## src/rtl/stopwatch_ctrl.sv

```systemverilog
// stopwatch_ctrl: run/pause/lap/clear controller for an mm:ss BCD counter chain.
// Divides clk into a once-per-TICK_DIV increment pulse gated by the FSM state,
// requests a one-cycle clear of the counters, saturates at 59:59 and freezes
// the display while a lap time is shown.
//
// Ports
//   clk         global clock
//   rst         asynchronous, active-high reset
//   start_stop  one-cycle pulse: toggle run/pause (beats lap_reset)
//   lap_reset   one-cycle pulse: lap freeze while running, clear while stopped
//   sec_cnt     live seconds BCD {tens,units}
//   min_cnt     live minutes BCD {tens,units}
//   inc_pulse   one-cycle increment to the seconds counter
//   clr_cnt     one-cycle load-zero request to both counters
//   disp_sec    seconds shown on the display (live or frozen)
//   disp_min    minutes shown on the display (live or frozen)
//   running     1 in RUN or LAP
//   frozen      1 in LAP
//   done        1 in FULL (59:59 reached)
module stopwatch_ctrl #(
  parameter int unsigned TICK_DIV = 100000000,
  parameter int unsigned TICK_W   = 27
) (
  input  logic       clk,
  input  logic       rst,
  input  logic       start_stop,
  input  logic       lap_reset,
  input  logic [7:0] sec_cnt,
  input  logic [7:0] min_cnt,
  output logic       inc_pulse,
  output logic       clr_cnt,
  output logic [7:0] disp_sec,
  output logic [7:0] disp_min,
  output logic       running,
  output logic       frozen,
  output logic       done
);

  localparam logic [TICK_W-1:0] TICK_MAX = TICK_W'(TICK_DIV - 1);
  localparam logic [15:0]       TIME_MAX = 16'h5959;

  typedef enum logic [2:0] {
    IDLE,
    RUN,
    LAP,
    PAUSE,
    FULL
  } state_t;

  state_t            state_q, state_d;
  logic [TICK_W-1:0] presc_q, presc_d;

  logic       inc_d, clr_d;
  logic       running_d, frozen_d, done_d;
  logic [7:0] disp_sec_d, disp_min_d;
  logic       tick, at_max;

  assign tick   = (presc_q == TICK_MAX);
  assign at_max = ({min_cnt, sec_cnt} == TIME_MAX);

  // State and prescaler registers
  always_ff @(posedge clk or posedge rst) begin
    if (rst) begin
      state_q <= IDLE;
      presc_q <= '0;
    end else begin
      state_q <= state_d;
      presc_q <= presc_d;
    end
  end

  // Next-state, prescaler and next-output decode
  always_comb begin
    state_d    = state_q;
    presc_d    = presc_q;
    inc_d      = 1'b0;
    clr_d      = 1'b0;
    disp_sec_d = sec_cnt;
    disp_min_d = min_cnt;

    case (state_q)
      IDLE: begin
        presc_d = '0;
        if (start_stop) begin
          state_d = RUN;
        end else if (lap_reset) begin
          clr_d = 1'b1;
        end
      end

      RUN, LAP: begin
        // A pause on the tick edge swallows the tick; the prescaler holds so
        // the pulse arrives one cycle after the resume.
        if (start_stop) begin
          state_d = PAUSE;
        end else begin
          if (lap_reset) begin
            state_d = (state_q == RUN) ? LAP : RUN;
          end
          if (tick) begin
            presc_d = '0;
            // Saturate at 59:59 instead of letting the counters wrap
            if (at_max) begin
              state_d = FULL;
            end else begin
              inc_d = 1'b1;
            end
          end else begin
            presc_d = presc_q + TICK_W'(1);
          end
        end
      end

      PAUSE: begin
        if (start_stop) begin
          state_d = RUN;
        end else if (lap_reset) begin
          state_d = IDLE;
          clr_d   = 1'b1;
          presc_d = '0;
        end
      end

      FULL: begin
        presc_d = '0;
        if (lap_reset) begin
          state_d = IDLE;
          clr_d   = 1'b1;
        end
      end

      default: begin
        state_d = IDLE;
        presc_d = '0;
      end
    endcase

    // Display is held for the whole time LAP is the current state
    if (state_q == LAP) begin
      disp_sec_d = disp_sec;
      disp_min_d = disp_min;
    end

    running_d = (state_d == RUN) || (state_d == LAP);
    frozen_d  = (state_d == LAP);
    done_d    = (state_d == FULL);
  end

  // Registered outputs
  always_ff @(posedge clk or posedge rst) begin
    if (rst) begin
      inc_pulse <= 1'b0;
      clr_cnt   <= 1'b0;
      disp_sec  <= 8'h00;
      disp_min  <= 8'h00;
      running   <= 1'b0;
      frozen    <= 1'b0;
      done      <= 1'b0;
    end else begin
      inc_pulse <= inc_d;
      clr_cnt   <= clr_d;
      disp_sec  <= disp_sec_d;
      disp_min  <= disp_min_d;
      running   <= running_d;
      frozen    <= frozen_d;
      done      <= done_d;
    end
  end

endmodule

```

## config.mk

```make
export PLATFORM = sky130hd
export DESIGN_NAME = stopwatch_ctrl
export DESIGN_NICKNAME = d
export VERILOG_FILES = /design/src/rtl/stopwatch_ctrl.sv
export SDC_FILE = /design/constraint.sdc
export NUM_CORES = 1
export LEC_CHECK = 0
export CAP_MARGIN = 30
export CORE_ASPECT_RATIO = 1.2
export CORE_MARGIN = 3
export CORE_UTILIZATION = 42
export DETAILED_ROUTE_END_ITERATION = 6
export PLACE_DENSITY = 0.67
export SYNTH_ARGS = -nofsm -noshare
export SYNTH_HDL_FRONTEND = slang
export SYNTH_SLANG_ARGS = --single-unit
```

## constraint.sdc

```tcl
create_clock -name clk -period 2.8 [get_ports clk]
set_input_delay 0.56 -clock clk [delete_from_list [all_inputs] [get_ports clk]]
set_output_delay 0.56 -clock clk [all_outputs]
set_load 0.1 [all_outputs]
```

==> metrics.sh, run 1 <==
YS_WARN_COUNT=0
UNREPAIRED_SETUP_ENDPOINTS_AFTER_GLOBAL_ROUTING='no'
AREA_GROWTH_PCT=21.8
IR_DROP_V=0.000354
SW_POWER_uW=910
SETUP-VIOLATIONS-FINAL=0
FINAL_LAYOUT_SIZE_SUFFIX_GT1_SHARE_PCT=20.3
MAX-CLOCK-PATH-BUFFERS=2
TIMING_WORST_SETUP_PATH_TYPE='input port to flop'
GP_ROUTABILITY_CONGESTION=0.812
PLACE_INST=358
SYNTH_SEQ_CELLS=51
SWITCHING_SHARE_PCT=40.5
SYNTH_FP_NETS=264
POWER.CLOCK.FRACTION_PCT=23.4
DIE_AREA_UM2=7050
HOLD_CLASS='flop to flop'
SETUP.WORST_PATH.START='sec_cnt[3]'
CAP_VIOLATIONS=0
CLOCK-SKEW-FINAL_NS=0.00613
I_O_PIN_TOTAL=41
AVGVIACOUNTPERCELL=5.36
COMB_POWER_SHARE_PCT=37.5
POST-LAYOUT-TOTAL-POWER_uW=2250
DP_HPWL_UM=3540
MIN_PERIOD_NS=2.13
ROUTED_WIRE_LENGTH_PER_INSTANCE_UM=13.8
RUN_STATUS='finished clean'
HOLD_VIOL_FINAL=0
POWER_PER_UNIT_OF_STANDARD_CELL_AREA_nW_PER_UM2=723
POST_LAYOUT_NETS=306
DR_TOTAL_VIAS=1960
INITIAL_CORE_UTIL_PCT=44.1
CLOCK_SINK_COUNT=51
POSTROUTEANTENNANETS=0
CLOCK_LATENCY_NS=0.30
CRITPATHLAUNCHTYPE='input port'
COUNT_OF_HOLD_FIX_BUFFERS_INSERTED_AT_CTS=0
NUMBER_OF_SYNTHESIZED_FLOPS_WITH_AN_ENABLE_PIN=0
SYNTH_LARGEST_TYPE_AREA_FRACTION_PCT=50.0
HOLDCRITSTARTPOINT='disp_sec[2]'
PLACEMENT_ROWS=30
CTS_MAX_LEVEL=2
GRT_ANTENNA_BEFORE_REPAIR=0
SYN_INST=243
DETAILEDROUTE.FIRSTPASSITERATIONCOUNT=4
DIE_WIDTH_UM=77.1
ASYNC_RESET_FF_SHARE_PCT=100
SYNTH_SEQ_AREA_SHARE_PCT=50.0
CTSROOTBUFFERMASTER='sky130_fd_sc_hd__clkbuf_8'
SYNTH.CELL_AREA_UM2=2550
SEQPWRFRAC_PCT=39.1
CP-END-KIND='flop'
DIE_OUTLINE_HEIGHT_UM=91.4
WORSTPATHMAXFANOUT=7
RELSLEWSLACK_PCT=57.7
FILLCELLCOUNT=542
DETAIL_ROUTE.DRC_VIOLATIONS=0
GLOBALROUTE.TOTALOVERFLOW=0
CP.REQUIRED_NS=3.02
BUFFER_PORTS.INSERTED=40
MAX_CLOCK_FREQ_GHz=0.470
GRT_PASS1_VIAS=1893
MIN_PERIOD_OVER_PERIOD_PCT=76.0
CELL_INTERNAL_PWR_uW=1340
FINALWIRELENGTH_UM=5060
POST_CTS_RESIZE_COUNT=0
P_LEAK_uW=0.00137
CTS-BUFFERS-INSERTED=5
SYNTH.AREA.TOP_CELLS='sky130_fd_sc_hd__dfrtp_1 50%, sky130_fd_sc_hd__mux2_2 7.5%, sky130_fd_sc_hd__nor2_1 4.0%, sky130_fd_sc_hd__xor2_1 3.4%, sky130_fd_sc_hd__xnor2_1 3.1%'
FINAL-INSTANCE-COUNT-EXCL-FILL=366
POSTSYNTH.TOPFLOPCELL='sky130_fd_sc_hd__dfrtp_1'
SYNTH_TOP_AREA_CELL='sky130_fd_sc_hd__dfrtp_1'
FINAL_MAX_SLEW_VIOL_COUNT=0
DIODES=0
GRT_PASS1_WL_UM=8690
CLOCK_SLEW_AT_THE_REGISTER_CLOCK_PINS_OF_THE_WORST_SETUP_AND_HOLD_PATHS_NS=0.09
SYNTH.AVG_CELL_AREA_UM2=10.5
TRITONCTS='yes'
WORSTREG2REGSTART='presc_q[10]'
GLOBAL_ROUTE.USAGE.TOTAL_PCT=14.9
POSTCTSSETUPREPAIRBUFS=0
GRT_MAX_DEGREE=52
FINAL_UTIL_PCT=53.7
TIMING.SETUP.TNS_NS=0
DETAIL_ROUTE.ITER0.VIOLATIONS=63
CORE_AREA_UM2=5780
CRIT_ARRIVAL_NS=2.35
TIGHTEST_SLEW_NS=0.634
SYNTH.DISTINCT_CELLS=45
## metrics by stage
step	hold slack, ns	worst slack [ns]	area [um2]
6_report	0.512	0.673	3110
5_1_grt	0.535	0.413	3110
4_1_cts	0.515	0.671	3110
3_5_place_dp	0.494	0.384	2990
3_3_place_gp	0.490	0.415	2990
2_1_floorplan	0.468	0.975	2550
## layout make-up
class | instances | area (um2) | share of cell area [%]
Multi-Input combinational cell | 175 | 1190 | 38.4
Timing Repair Buffer | 47 | 400 | 12.9
Tap cell | 80 | 100 | 3.22
Sequential cell | 51 | 1280 | 41.1
Clock buffer | 6 | 82.6 | 2.66
Clock inverter | 2 | 35.0 | 1.13
Inverter | 5 | 18.8 | 0.604
## worst max-delay path, stage by stage
cell and delay, ns:
sky130_fd_sc_hd__clkdlybuf4s50_1 0.46, sky130_fd_sc_hd__nor4bb_1 0.42, sky130_fd_sc_hd__nand4_1 0.25, sky130_fd_sc_hd__nor3_2 0.34, sky130_fd_sc_hd__a31oi_1 0.15, sky130_fd_sc_hd__o21ai_0 0.16
## registers in the layout, summed over array words and instances, names as in the netlist
register	cells
done	1
frozen	1
state_q	3
disp_sec	8
running	1
inc_pulse	1
presc_q	27
clr_cnt	1
disp_min	8
## logic make-up after synthesis
| kind of cell | after synthesis | synth area share [%] |
|---|---|---|
| mux | 18 | 7.90 |
| compound gates | 33 | 8.49 |
| buf+inv | 17 | 3.19 |
| flops | 51 | 50.0 |
| simple gates | 104 | 23.4 |
| xor+xnor | 19 | 6.53 |
| fa+ha+maj | 1 | 0.491 |
## placed cells by master, fill, tap and decap left out, drive strengths merged, types with 4 or more instances in the layout
master,count
nor2b,5
nand4,11
o21ai,13
nor3,8
and4,7
clkdlybuf4s50,19
nand3,7
buf,28
a31oi,4
xnor2,9
xor2,10
inv,5
dfrtp,51
clkbuf,6
nor4b,4
nor2,28
a22o,5
and3,8
nand2,11
mux2,17
## per-layer routing
layer | part of all wire (%) | track usage (%) | vias up
met5 | 0 | 0 | -
met4 | 1.2 | 4.15 | 0
met3 | 5.5 | 3.77 | 6
met2 | 48 | 25.1 | 50
met1 | 45 | 18.8 | 943
li1 | - | - | 961
## Yosys cell counts (all sizes together), types with 5 or more instances
library cell,n
a22o,5
and3,8
and4,7
buf,8
dfrtp,51
inv,5
mux2,17
nand2,11
nand3,7
nand4,11
nor2,28
nor2b,5
nor3,8
o21ai,13
xnor2,9
xor2,10
## final timing paths
path	end	slack (ns)	cells past startpoint
worst max-delay path	done	0.67	6
worst min-delay path	disp_sec[2]	0.51	1
worst max register to register	presc_q[24]	0.68	7
worst min register to register	disp_sec[2]	0.51	1
max in group asynchronous	presc_q[12]	1.62	3
min in group asynchronous	disp_min[4]	0.76	3
## power by group through the flow
stage / combinational (uW) / clock, uW / sequential (uW)
final: 843 / 525 / 877
after detailed placement: 852 / 0 / 891
after CTS: 854 / 542 / 876
after global routing: 899 / 576 / 893
after global placement: 845 / 0 / 890
after floorplan: 296 / 0 / 1230
No activity file was read; power rests on OpenSTA's default activity.
==> inputs of run 2 (changes only) <==
==> constraint.sdc (replaced) <==
create_clock -name clk -period 2 [get_ports clk]
set_input_delay 0.4 -clock clk [delete_from_list [all_inputs] [get_ports clk]]
set_output_delay 0.4 -clock clk [all_outputs]
set_load 0.1 [all_outputs]
==> metrics.sh, run 2 (synthesis gave the netlist of run 1 again) <==
WORSTREG2REGSTART='presc_q[10]'
GRT_PASS1_WL_UM=9630
CAP_VIOLATIONS=0
UNREPAIRED_SETUP_ENDPOINTS_AFTER_GLOBAL_ROUTING='no'
MAX_CLOCK_FREQ_GHz=0.534
INITIAL_CORE_UTIL_PCT=44.1
MIN_PERIOD_OVER_PERIOD_PCT=93.7
WORSTPATHMAXFANOUT=3
ROUTED_WIRE_LENGTH_PER_INSTANCE_UM=14.3
WORSTSETUPENDPOINT='state_q[0]'
CRIT_ARRIVAL_NS=2.04
SETUP.WORST_PATH.START='min_cnt[4]'
FILLCELLCOUNT=526
MOSTFREQUENTLAYOUTCELLS='51 x sky130_fd_sc_hd__dfrtp_1, 47 x sky130_fd_sc_hd__buf_4, 27 x sky130_fd_sc_hd__nor2_1, 19 x sky130_fd_sc_hd__clkdlybuf4s50_1, 17 x sky130_fd_sc_hd__mux2_2'
CTSROOTBUFFERMASTER='sky130_fd_sc_hd__clkbuf_8'
DIODES=0
LARGESTREGISTERS='presc_q x27, disp_min x8, disp_sec x8'
POSTROUTEANTENNANETS=0
TIMING.SETUP.TNS_NS=0
HOLD_CLASS='input port to asynchronous set/reset pin'
CP-END-KIND='flop'
GRT_MAX_DEGREE=52
FINAL_MAX_SLEW_VIOL_COUNT=0
POST-LAYOUT-TOTAL-POWER_uW=3230
MAX-CLOCK-PATH-BUFFERS=2
REGISTERS.TOP_BY_FF_COUNT='presc_q'
GLOBAL_ROUTE.USAGE.TOTAL_PCT=16.8
CTS-BUFFERS-INSERTED=5
DETAILEDROUTE.FIRSTPASSITERATIONCOUNT=4
SETUP-VIOLATIONS-FINAL=0
R2R_ENDPOINT='presc_q[6]'
P_LEAK_uW=0.00148
LAYOUT.CELLS.MOST_COMMON='sky130_fd_sc_hd__dfrtp_1'
MIN_PERIOD_NS=1.87
CLOCK-SKEW-FINAL_NS=0.00902
TIMING_WORST_SETUP_PATH_TYPE='input port to flop'
PLACEMENT_ROWS=30
FINAL_LAYOUT_SIZE_SUFFIX_GT1_SHARE_PCT=26.1
CLOCK_LATENCY_NS=0.30
AVGVIACOUNTPERCELL=5.33
COUNT_OF_HOLD_FIX_BUFFERS_INSERTED_AT_CTS=0
FF2FF_PATH_DEPTH=6
BUFFER_PORTS.INSERTED=40
I_O_PIN_TOTAL=41
PLACE_INST=379
GRT_ANTENNA_BEFORE_REPAIR=0
CTS_MAX_LEVEL=2
HOLD_VIOL_FINAL=0
CLOCK_SINK_COUNT=51
TIGHTEST_SLEW_NS=0.393
DETAIL_ROUTE.DRC_VIOLATIONS=0
RUN_STATUS='finished clean'
DIE_AREA_UM2=7050
CORE_AREA_UM2=5780
FINAL-INSTANCE-COUNT-EXCL-FILL=386
RELSLEWSLACK_PCT=73.8
CP.REQUIRED_NS=2.17
POST_CTS_RESIZE_COUNT=0
DIE_WIDTH_UM=77.1
POWER_PER_UNIT_OF_STANDARD_CELL_AREA_nW_PER_UM2=982
GP_ROUTABILITY_CONGESTION=0.777
DP_HPWL_UM=3890
DR_TOTAL_VIAS=2057
IR_DROP_V=0.000527
GRT_PASS1_VIAS=2049
DETAIL_ROUTE.ITER0.VIOLATIONS=92
WORST-R2R-SETUP-SLACK_NS=0.14
GLOBALROUTE.TOTALOVERFLOW=0
AREA_GROWTH_PCT=29.0
FINALWIRELENGTH_UM=5520
TRITONCTS='yes'
POST_LAYOUT_NETS=327
CRITPATHLAUNCHTYPE='input port'
DIE_OUTLINE_HEIGHT_UM=91.4
CLOCK_SLEW_AT_THE_REGISTER_CLOCK_PINS_OF_THE_WORST_SETUP_AND_HOLD_PATHS_NS=0.09
POSTCTSSETUPREPAIRBUFS=0
LARGEST_REGISTER_FF_COUNT=27
run 2: how the worst min path moves through the flow:
stage                      from     endpoint  cells after the start
finish                      rst   presc_q[2]                      3
global route                rst   presc_q[2]                      3
CTS                         rst   presc_q[2]                      3
detailed placement  disp_min[7]  disp_min[7]                      1
global placement     presc_q[1]   presc_q[1]                      2
floorplan            presc_q[1]   presc_q[1]                      2
run 2: final cells by class:
class / count / area (um2) / share of cell area (%)
clock inverters: 1 / 30.0 / 0.913
multi-input cells: 175 / 1210 / 36.8
clock buffers: 6 / 72.6 / 2.21
inverters: 5 / 18.8 / 0.570
well taps: 80 / 100 / 3.04
repair buffers: 68 / 583 / 17.7
flip-flops and latches: 51 / 1280 / 38.8
run 2: routing by layer:
layer	track usage (%)	vias to the layer above	part of all wire [%]
met5	0	-	0
met4	5.49	0	1.6
met3	3.67	8	5.2
met2	28.5	54	49
met1	21.1	990	44
li1	-	1005	-
run 2: per-stage QoR:
step           area [um2]  utilization (%)  hold WS (ns)  worst slack [ns]
2_1_floorplan        2550                -         0.468             0.222
3_3_place_gp         3170             54.8         0.480            -0.207
3_5_place_dp         3170             54.8         0.495            -0.211
4_1_cts              3270             56.6         0.457            0.0990
5_1_grt              3290             56.9         0.475           0.00777
6_report             3290             56.9         0.437             0.126
run 2: where the power goes:
part / switching [uW] / leakage (uW) / internal (uW)
Combinational: 918 / 0.000766 / 427
Clock: 322 / 0.0000513 / 367
Sequential: 61.5 / 0.000664 / 1140
Total: 1300 / 0.00148 / 1930
run 2: worst max-delay path, stage by stage:
cell,delay (ns)
sky130_fd_sc_hd__clkdlybuf4s50_1,0.46
sky130_fd_sc_hd__nor4bb_2,0.28
sky130_fd_sc_hd__buf_4,0.15
sky130_fd_sc_hd__nand4_1,0.17
sky130_fd_sc_hd__o311a_1,0.33
sky130_fd_sc_hd__o21ai_0,0.14
sky130_fd_sc_hd__a31oi_1,0.10
==> inputs of run 3 (changes only) <==
--- a/config.mk
+++ b/config.mk
@@ -7,10 +7,11 @@
 export LEC_CHECK = 0
 export CAP_MARGIN = 30
 export CORE_ASPECT_RATIO = 1.2
-export CORE_MARGIN = 3
+export CORE_MARGIN = 1.5
 export CORE_UTILIZATION = 42
 export DETAILED_ROUTE_END_ITERATION = 6
-export PLACE_DENSITY = 0.67
+export DONT_BUFFER_PORTS = 1
+export PLACE_DENSITY = 0.58
 export SYNTH_ARGS = -nofsm -noshare
 export SYNTH_HDL_FRONTEND = slang
 export SYNTH_SLANG_ARGS = --single-unit
==> metrics.sh, run 3 (synthesis gave the netlist of run 1 again) <==
GRT_ANTENNA_BEFORE_REPAIR=0
FINAL_MAX_SLEW_VIOL_COUNT=0
CORE_AREA_UM2=5740
FINAL_LAYOUT_SIZE_SUFFIX_GT1_SHARE_PCT=21.3
BUFFER_PORTS.INSERTED=0
CTS_MAX_LEVEL=2
GRT_PASS1_VIAS=1825
WORSTPATHCELLLIST='ha_1, and3_4, nand4_1, o21ai_2, buf_4, o21ai_0, a22o_1'
AREA_GROWTH_PCT=14.8
DIE_OUTLINE_HEIGHT_UM=88.4
SETUP-VIOLATIONS-FINAL=0
DETAIL_ROUTE.ITER0.VIOLATIONS=83
MAX_CLOCK_FREQ_GHz=0.530
WORSTPATHBUFFERINVERTERCOUNT=1
CTSROOTBUFFERMASTER='sky130_fd_sc_hd__clkbuf_8'
CLOCK-SKEW-FINAL_NS=0.0125
TRITONCTS='yes'
DP_HPWL_UM=3780
CRITPATHTOPFAMILY='compound AO/OA/AOI/OAI gates'
DIODES=0
POWER_PER_UNIT_OF_STANDARD_CELL_AREA_nW_PER_UM2=1090
DR_TOTAL_VIAS=1906
POST_CTS_RESIZE_COUNT=0
CAP_VIOLATIONS=0
CLOCK_LATENCY_NS=0.31
MIN_PERIOD_NS=1.89
POSTROUTEANTENNANETS=0
FINALWIRELENGTH_UM=5310
CLOCK_SLEW_AT_THE_REGISTER_CLOCK_PINS_OF_THE_WORST_SETUP_AND_HOLD_PATHS_NS=0.09
CP-END-KIND='flop'
DETAILEDROUTE.FIRSTPASSITERATIONCOUNT=4
WORSTPATHMAXFANOUT=5
CTS-BUFFERS-INSERTED=5
TIMING.SETUP.TNS_NS=0
DIE_WIDTH_UM=74.1
POSTCTSSETUPREPAIRBUFS=0
SEQUENTIAL_CELL_AREA_UM2=1280
MAX_STAGE_DELAY_NS=0.39
MOSTFREQUENTLAYOUTCELLS='51 x sky130_fd_sc_hd__dfrtp_1, 27 x sky130_fd_sc_hd__nor2_1, 23 x sky130_fd_sc_hd__buf_4, 17 x sky130_fd_sc_hd__mux2_2'
DETAIL_ROUTE.DRC_VIOLATIONS=0
MAX-CLOCK-PATH-BUFFERS=2
LARGEST_REGISTER_FF_COUNT=27
MIN_PERIOD_OVER_PERIOD_PCT=94.4
MULTI_INPUT_COMB_AREA_UM2=1200
HOLD_VIOL_FINAL=0
TIGHTEST_SLEW_NS=0.905
TIMING_WORST_SETUP_PATH_TYPE='flop to flop'
GLOBALROUTE.TOTALOVERFLOW=0
GRT_PASS1_WL_UM=8730
POST-PLACE-WS_NS=0.0549
GP_ROUTABILITY_CONGESTION=0.730
CRIT_SLOWEST_CELL='sky130_fd_sc_hd__dfrtp_1'
INITIAL_CORE_UTIL_PCT=44.4
AVGVIACOUNTPERCELL=5.56
RELSLEWSLACK_PCT=39.7
HOLD_CLASS='input port to asynchronous set/reset pin'
IR_DROP_V=0.000467
FINAL_UTIL_PCT=51.0
GLOBAL_ROUTE.USAGE.TOTAL_PCT=17.4
RUN_STATUS='finished clean'
COUNT_OF_HOLD_FIX_BUFFERS_INSERTED_AT_CTS=0
ROUTED_WIRE_LENGTH_PER_INSTANCE_UM=15.5
CP.REQUIRED_NS=2.20
REGISTERS.TOP_BY_FF_COUNT='presc_q'
DIE_AREA_UM2=6550
CLOCK_SINK_COUNT=51
UNREPAIRED_SETUP_ENDPOINTS_AFTER_GLOBAL_ROUTING='yes'
POST_LAYOUT_NETS=283
LAYOUT.CELLS.MOST_COMMON='sky130_fd_sc_hd__dfrtp_1'
FINAL_CRITICAL_PATH_SETUP_SLACK_NS=0.113
P_LEAK_uW=0.00129
CRITPATHLAUNCHTYPE='flop'
CRIT_ARRIVAL_NS=2.09
PLACEMENT_ROWS=30
FILLCELLCOUNT=539
LARGESTREGISTERS='presc_q x27, disp_min x8, disp_sec x8'
GRT_MAX_DEGREE=28
I_O_PIN_TOTAL=41
## run 3: cell types whose count changed in the layout (fill, tap and decap cells not counted)
cell,change
sky130_fd_sc_hd__and3_1,-1
sky130_fd_sc_hd__and3_4,+1
sky130_fd_sc_hd__buf_12,-1
sky130_fd_sc_hd__buf_4,-24
sky130_fd_sc_hd__bufinv_16,+1
sky130_fd_sc_hd__clkbuf_1,-1
sky130_fd_sc_hd__clkdlybuf4s50_1,-19
sky130_fd_sc_hd__clkinvlp_4,+1
sky130_fd_sc_hd__nor4bb_1,+2
sky130_fd_sc_hd__nor4bb_2,-2
## run 3: path summary, 6_finish.rpt
check	startpoint	endpoint	slack, ns	cells past startpoint
setup / recovery	presc_q[0]	presc_q[7]	0.11	7
hold / removal	rst	presc_q[24]	0.02	1
setup reg to reg	presc_q[0]	presc_q[7]	0.11	7
hold reg to reg	presc_q[1]	presc_q[1]	0.53	2
max in group asynchronous	rst	frozen	1.44	2
min in group clk	start_stop	running	0.23	2
## run 3: per-layer routing
metal	share of wire [%]	GRT usage [%]
met4	1.6	7.74
met2	47	28.0
met5	0	0
met3	5.4	4.10
met1	46	22.0
## run 3: layout make-up
type | instances | area share (%)
clock buffer | 5 | 2.35
clock inverter | 3 | 2.31
inverter | 5 | 0.641
multi-input combinational | 175 | 41.1
sequential | 51 | 43.6
tap | 80 | 3.42
timing repair buffer | 24 | 6.58
## run 3: worst register-to-register path, delay by kind of cell, from the launching register on
kind            cells  cell delay, ns
compound gates      3            0.59
fa+ha+maj           1            0.23
buf+inv             1            0.16
flops               1            0.39
simple gates        2            0.42
## run 3: per-stage QoR
stage,area [um2],instances,power [uW],hold WS (ns)
2_1_floorplan,2550,243,2140,0.468
3_3_place_gp,2780,335,2360,0.382
3_5_place_dp,2780,335,2370,0.385
4_1_cts,2920,343,3210,0.0393
5_1_grt,2930,343,3340,0.0722
6_report,2930,343,3200,0.0235
## run 3: where the power goes
| group | leakage (uW) | switching, uW | total [uW] | internal, uW |
|---|---|---|---|---|
| clock network | 0.0000644 | 353 | 852 | 499 |
| registers | 0.000664 | 463 | 1590 | 1130 |
| logic | 0.000564 | 473 | 758 | 285 |
